**src/rtl/flash_read_ctrl.sv**
```systemverilog
// -----------------------------------------------------------------------------
// flash_read_ctrl
//
// SPI flash read engine. Sends a read opcode plus 24-bit address MSB first,
// then streams byte_len bytes back to the fabric as one-cycle data_valid
// pulses. The slow SPI clock and its MOSI-update strobe come from an upstream
// sub-clock divider; this block only gates that clock onto the flash pin.
//
// Optional feature macro: FLASH_FAST_READ_EN
//   defined   -> opcode 8'h0B followed by 8 dummy SCK cycles before data
//   undefined -> opcode CMD_READ, data follows the address directly
//
// Ports:
//   top_clk, top_rst_n   system clock / asynchronous active-low reset
//   sck_in               free-running divided SPI clock
//   shift_strobe         one-cycle pulse inside each sck_in low phase
//   start                one-cycle request, honoured only when idle
//   addr, byte_len       transfer address and byte count, latched on start
//   busy                 high from accepted start until done
//   data_out, data_valid received byte and its one-cycle qualifier
//   done                 one-cycle end-of-transaction pulse
//   flash_cs_n, flash_sck, flash_mosi, flash_miso   flash pins
// -----------------------------------------------------------------------------
module flash_read_ctrl #(
    parameter logic [7:0] CMD_READ        = 8'h03,
    parameter int         LEN_WIDTH       = 16,
    parameter int         CS_SETUP_CYCLES = 4,
    parameter int         CS_HOLD_CYCLES  = 4
) (
    input  logic                 top_clk,
    input  logic                 top_rst_n,
    input  logic                 sck_in,
    input  logic                 shift_strobe,
    input  logic                 start,
    input  logic [23:0]          addr,
    input  logic [LEN_WIDTH-1:0] byte_len,
    output logic                 busy,
    output logic [7:0]           data_out,
    output logic                 data_valid,
    output logic                 done,
    output logic                 flash_cs_n,
    output logic                 flash_sck,
    output logic                 flash_mosi,
    input  logic                 flash_miso
);

`ifdef FLASH_FAST_READ_EN
    localparam logic [7:0] OPCODE = 8'h0B;
`else
    localparam logic [7:0] OPCODE = CMD_READ;
`endif

    localparam logic [7:0] SETUP_LAST = 8'(CS_SETUP_CYCLES);
    localparam logic [7:0] HOLD_LAST  = 8'(CS_HOLD_CYCLES - 1);

    typedef enum logic [2:0] {
        S_IDLE,
        S_CS_SETUP,
        S_CMD,
        S_DUMMY,
        S_DATA,
        S_CS_HOLD
    } state_t;

    state_t                r_state, w_state_next;
    logic [7:0]            r_wait, w_wait_next;
    logic [5:0]            r_bit_cnt, w_bit_cnt_next;
    logic [LEN_WIDTH-1:0]  r_remaining, w_remaining_next;
    logic [31:0]           r_sreg, w_sreg_next;
    logic [6:0]            r_rx, w_rx_next;          // first 7 bits of the byte in flight
    logic                  r_edge_seen, w_edge_seen_next;
    logic                  r_sck_en, w_sck_en_next;
    logic                  r_cs_n, w_cs_n_next;
    logic                  r_mosi, w_mosi_next;
    logic                  r_busy, w_busy_next;
    logic [7:0]            r_data_out, w_data_out_next;
    logic                  r_data_valid, w_data_valid_next;
    logic                  r_done, w_done_next;
    logic                  r_sck, r_sck_q;
    logic                  w_bit_edge;

    // Rising edge of the clock actually presented to the flash.
    assign w_bit_edge = r_sck & ~r_sck_q;

    always_ff @(posedge top_clk or negedge top_rst_n) begin
        if (!top_rst_n) begin
            r_state      <= S_IDLE;
            r_wait       <= '0;
            r_bit_cnt    <= '0;
            r_remaining  <= '0;
            r_sreg       <= '0;
            r_rx         <= '0;
            r_edge_seen  <= 1'b0;
            r_sck_en     <= 1'b0;
            r_cs_n       <= 1'b1;
            r_mosi       <= 1'b0;
            r_busy       <= 1'b0;
            r_data_out   <= 8'h00;
            r_data_valid <= 1'b0;
            r_done       <= 1'b0;
            r_sck        <= 1'b0;
            r_sck_q      <= 1'b0;
        end else begin
            r_state      <= w_state_next;
            r_wait       <= w_wait_next;
            r_bit_cnt    <= w_bit_cnt_next;
            r_remaining  <= w_remaining_next;
            r_sreg       <= w_sreg_next;
            r_rx         <= w_rx_next;
            r_edge_seen  <= w_edge_seen_next;
            r_sck_en     <= w_sck_en_next;
            r_cs_n       <= w_cs_n_next;
            r_mosi       <= w_mosi_next;
            r_busy       <= w_busy_next;
            r_data_out   <= w_data_out_next;
            r_data_valid <= w_data_valid_next;
            r_done       <= w_done_next;
            // sck_en only moves on shift_strobe (sck_in low), so the gated
            // clock never produces a shortened high pulse.
            r_sck        <= r_sck_en & sck_in;
            r_sck_q      <= r_sck;
        end
    end

    always_comb begin
        w_state_next      = r_state;
        w_wait_next       = r_wait;
        w_bit_cnt_next    = r_bit_cnt;
        w_remaining_next  = r_remaining;
        w_sreg_next       = r_sreg;
        w_rx_next         = r_rx;
        w_edge_seen_next  = r_edge_seen;
        w_sck_en_next     = r_sck_en;
        w_cs_n_next       = r_cs_n;
        w_mosi_next       = r_mosi;
        w_busy_next       = r_busy;
        w_data_out_next   = r_data_out;
        w_data_valid_next = 1'b0;
        w_done_next       = 1'b0;

        case (r_state)
            S_IDLE: begin
                // A start coinciding with the done pulse is dropped.
                if (start && !r_done) begin
                    if (byte_len != '0) begin
                        w_sreg_next      = {OPCODE, addr};
                        w_remaining_next = byte_len;
                        w_busy_next      = 1'b1;
                        w_cs_n_next      = 1'b0;
                        w_wait_next      = '0;
                        w_state_next     = S_CS_SETUP;
                    end else begin
                        w_done_next = 1'b1;
                    end
                end
            end

            S_CS_SETUP: begin
                if (r_wait != SETUP_LAST) begin
                    w_wait_next = r_wait + 8'd1;
                end else if (shift_strobe) begin
                    w_mosi_next      = r_sreg[31];
                    w_sck_en_next    = 1'b1;
                    w_bit_cnt_next   = '0;
                    w_edge_seen_next = 1'b0;
                    w_state_next     = S_CMD;
                end
            end

            S_CMD: begin
                if (w_bit_edge) begin
                    w_edge_seen_next = 1'b1;
                    if (r_bit_cnt == 6'd31) begin
                        w_bit_cnt_next = '0;
                        w_mosi_next    = 1'b0;
`ifdef FLASH_FAST_READ_EN
                        w_state_next   = S_DUMMY;
`else
                        w_state_next   = S_DATA;
`endif
                    end else begin
                        w_bit_cnt_next = r_bit_cnt + 6'd1;
                    end
                end else if (shift_strobe && r_edge_seen) begin
                    // The flash has sampled the current bit; present the next.
                    w_sreg_next      = {r_sreg[30:0], 1'b0};
                    w_mosi_next      = r_sreg[30];
                    w_edge_seen_next = 1'b0;
                end
            end

            S_DUMMY: begin
                if (w_bit_edge) begin
                    if (r_bit_cnt == 6'd7) begin
                        w_bit_cnt_next = '0;
                        w_state_next   = S_DATA;
                    end else begin
                        w_bit_cnt_next = r_bit_cnt + 6'd1;
                    end
                end
            end

            S_DATA: begin
                if (w_bit_edge) begin
                    w_rx_next = {r_rx[5:0], flash_miso};
                    if (r_bit_cnt == 6'd7) begin
                        w_bit_cnt_next    = '0;
                        w_data_out_next   = {r_rx, flash_miso};
                        w_data_valid_next = 1'b1;
                        w_remaining_next  = r_remaining - LEN_WIDTH'(1);
                    end else begin
                        w_bit_cnt_next = r_bit_cnt + 6'd1;
                    end
                end else if (shift_strobe && (r_remaining == '0)) begin
                    // Stop the clock in its low phase after the final byte.
                    w_sck_en_next = 1'b0;
                    w_wait_next   = '0;
                    w_state_next  = S_CS_HOLD;
                end
            end

            S_CS_HOLD: begin
                if (r_wait == HOLD_LAST) begin
                    w_cs_n_next  = 1'b1;
                    w_done_next  = 1'b1;
                    w_busy_next  = 1'b0;
                    w_state_next = S_IDLE;
                end else begin
                    w_wait_next = r_wait + 8'd1;
                end
            end

            default: w_state_next = S_IDLE;
        endcase
    end

    assign busy       = r_busy;
    assign data_out   = r_data_out;
    assign data_valid = r_data_valid;
    assign done       = r_done;
    assign flash_cs_n = r_cs_n;
    assign flash_sck  = r_sck;
    assign flash_mosi = r_mosi;

endmodule

```
**config.mk**
```make
export PLATFORM = sky130hd
export DESIGN_NAME = flash_read_ctrl
export DESIGN_NICKNAME = d
export VERILOG_FILES = /design/src/rtl/flash_read_ctrl.sv
export SDC_FILE = /design/constraint.sdc
export NUM_CORES = 1
export LEC_CHECK = 0
export ABC_AREA = 1
export CAP_MARGIN = 0
export CORE_MARGIN = 10
export CORE_UTILIZATION = 50
export DETAILED_ROUTE_END_ITERATION = 8
export GPL_ROUTABILITY_DRIVEN = 0
export PLACE_DENSITY = 0.88
export SLEW_MARGIN = 20
export SYNTH_ARGS = -nofsm -noshare
export SYNTH_HDL_FRONTEND = slang
export SYNTH_SLANG_ARGS = --single-unit
```
**constraint.sdc**
```tcl
create_clock -name top_clk -period 1.62 [get_ports top_clk]
set_clock_uncertainty 0.1 [all_clocks]
set_input_delay 0.324 -clock top_clk [delete_from_list [all_inputs] [get_ports top_clk]]
set_output_delay 0.324 -clock top_clk [all_outputs]
set_load 0.02 [all_outputs]
```
==> results.cfg <==
[run_status]
outcome = finished, violations left
violations = setup timing

[floorplan]
num_io_pins = 60
dieWidth_um = 118.2
core_mm2 = 0.009328
die-height_um = 118.2
die-area_mm2 = 0.01396
start_util = 0.5166
rows = 35

[clock_tree]
clock-sinks = 89
clockBufferDepth = 2
insertion_delay_ps = 380
cts_made_buffers = 9
cts-root-buf = clkbuf_8
cts_tree = done
clk_pin_slew_ps = 110
htree_levels = 3

[sta]
fmaxAchievable_mhz = 469.7
tightestPinTransition_ps = 384.5
setup_violations = 85
rsz0062_at_grt = yes
fin_crit_sh = 1.314
drv_slew = 0
hold_viol = 0
period_needed_ps = 2129
worst_slack_ps = -508.8
hold_ws_ps = 289.7
relSlewSlack = 0.7413

[synth]
synth_top_area_share = 0.4570
yosysSeqAreaShare = 0.4625
async_flop_share = 1.000
synth_edf_count = 0
syn_inst = 600
ys_ff_latch = 89
yosysWarnings = 0
yosysUniqueCellTypes = 40
synth_top_cell_by_area = dfrtp_1
synth-main-ff-cell = dfrtp_1
syn_area_mm2 = 0.004818
post_synth.cell_area_avg_um2 = 8.031
synth_area_leaders = dfrtp_1 46%, nand2_1 14%, o21ai_0 6.6%, nor2_1 4.8%, mux2i_1 4.8%
syn_nets = 651

[critical_path]
arrival_ps = 2250
cp-start-kind = register
rrSetupSlack_ps = -510
reg2reg_from = r_remaining[11]
end_kind = register
reg2reg_depth = 10
worstReg2RegEnd = r_state[2]
path_max_fanout = 5
critPathRequiredTime_ps = 1740
crit_type = register to register

[placed_design]
dp_hpwl_um = 9207
port_buffers = 59
dpl_cell_area_mm2 = 0.006148
dpl_worst_slack_ps = -475.7

[finish]
most-common-layout-cells = 104 x nand2_1, 98 x buf_4, 83 x dfrtp_1, 45 x nand2_2
fill_cells = 393
final_util = 0.8712
nNetsFinal = 851
area_growth_pct = 68.66
drive_gt1_frac = 0.4894
final_common_cell = nand2_1
final_design_area_no_fill_mm2 = 0.008127
diodes = 0

[global_route]
antenna_found_initial = 0
globalRouteOverflowTotal = 0
grt_pass1_vias = 5344
grt_max_degree = 43
grt_util_all_layers = 0.2221
grt_pass1_wl_um = 25960

[route]
drt-pass1-iter-count = 8
dr.first_iter.drc_count = 665
drc_errors = 0
post_drt_wl_per_cell_um = 23.55
postRouteAntennaNets = 0
wl_um = 21990
vias = 5860
vias_per_cell = 6.274

[hold_path]
hp-class = input pin to async pin

[power_and_ir_drop]
pwr_density_cell_mw_per_mm2 = 539.1
ir_drop_uv = 584.6
p_leak_nw = 3.764

[flow_run]
cap_violations = 0
[worst max-delay path, stage by stage, from the launching register on]
cell	delay, ps
dfrtp_1	410
nor2_2	290
nand2_2	130
nor2_4	130
nand3_1	110
nand2_2	90
inv_2	50
nor2_4	240
nand3_2	150
nand2_1	100
nand2_1	170
[metrics by stage]
step                setup TNS (ps)  power (mW)  instances
floorplan                        0       2.357        600
global placement            -24660       2.593        854
detailed placement          -26610       2.601        854
CTS                          -5704       4.237        910
global route                -24220       4.484        934
finish                      -21530       4.381        934
[state kept, by name, indices dropped and copies added (netlist names)]
signal	cells
r_wait	8
flash_mosi	1
flash_cs_n	1
r_remaining	16
data_out	8
r_sreg	32
r_sck_q	1
busy	1
r_state	3
flash_sck	1
r_edge_seen	1
r_rx	7
data_valid	1
done	1
r_bit_cnt	6
r_sck_en	1
[layer usage]
metal | vias to the layer above | routed length (µm) | track usage
met3 | 209 | 2063 | 0.03950
met4 | 0 | 1798 | 0.1198
met2 | 497 | 10530 | 0.3967
met5 | - | 0 | 0
met1 | 2805 | 7604 | 0.2448
li1 | 2349 | - | -
[timing repair]
action | in CTS | in global routing
cloned | 12 | 4
resized for setup | 135 | 256
hold buffers | 1 | 0
endpoints found under the hold margin | 22 | 0
pin swaps | 24 | 39
buffers inserted | 27 | 25
setup endpoints to repair | 92 | 87
[synth_stat cells, types with 3 or more instances]
cell type  number
a21oi_1         4
buf_2           7
buf_4           3
buf_6           5
clkbuf_1        4
dfrtp_1        88
ha_1            5
inv_1          44
mux2i_1        23
nand2_1       179
nand2_4         4
nand3_1        33
nand4_1         5
nor2_1         62
nor2_2          3
nor2_4          5
nor3_1          4
o211ai_1        3
o21ai_0        64
o21ai_1        14
o21ai_2         5
or2_2           6
xor2_1          6
[cell families (layout without fill, tap and decap cells)]
| group | after synthesis | count (layout) | share of synthesized area |
|---|---|---|---|
| flops | 89 | 89 | 0.4625 |
| compound gates | 96 | 96 | 0.1104 |
| mux | 23 | 23 | 0.04778 |
| simple gates | 310 | 314 | 0.2846 |
| fa+ha+maj | 5 | 5 | 0.01298 |
| xor+xnor | 8 | 8 | 0.01454 |
| buf+inv | 69 | 270 | 0.06725 |
[report_power, final]
group,internal (mW),total [mW],switching [mW]
Clock,0.766,1.70,0.929
Sequential,2.23,2.25,0.0156
Combinational,0.225,0.437,0.212
Total,3.22,4.38,1.16
[final cells by class]
class | instances | area (µm²) | area share
Clock buffer | 11 | 141.4 | 0.01740
Clock inverter | 5 | 62.56 | 0.007698
Inverter | 48 | 215.2 | 0.02648
Multi-Input combinational cell | 446 | 3232 | 0.3977
Sequential cell | 89 | 2235 | 0.2750
Tap cell | 129 | 161.4 | 0.01986
Timing Repair Buffer | 204 | 2067 | 0.2543
Timing Repair inverter | 2 | 12.51 | 0.001540
[how the worst max path moves through the flow]
stage,startpoint,endpoint,slack (ps),cells after the start
after floorplan,r_wait[0],r_bit_cnt[3],5,9
after CTS,r_remaining[0],r_wait[0],-160,11
after global placement,byte_len[6],r_remaining[15],-450,10
final,r_remaining[11],r_state[2],-510,10
after global routing,r_remaining[11],r_state[2],-550,10
after detailed placement,byte_len[6],r_remaining[11],-480,10
No activity file was read; power rests on OpenSTA's default activity.
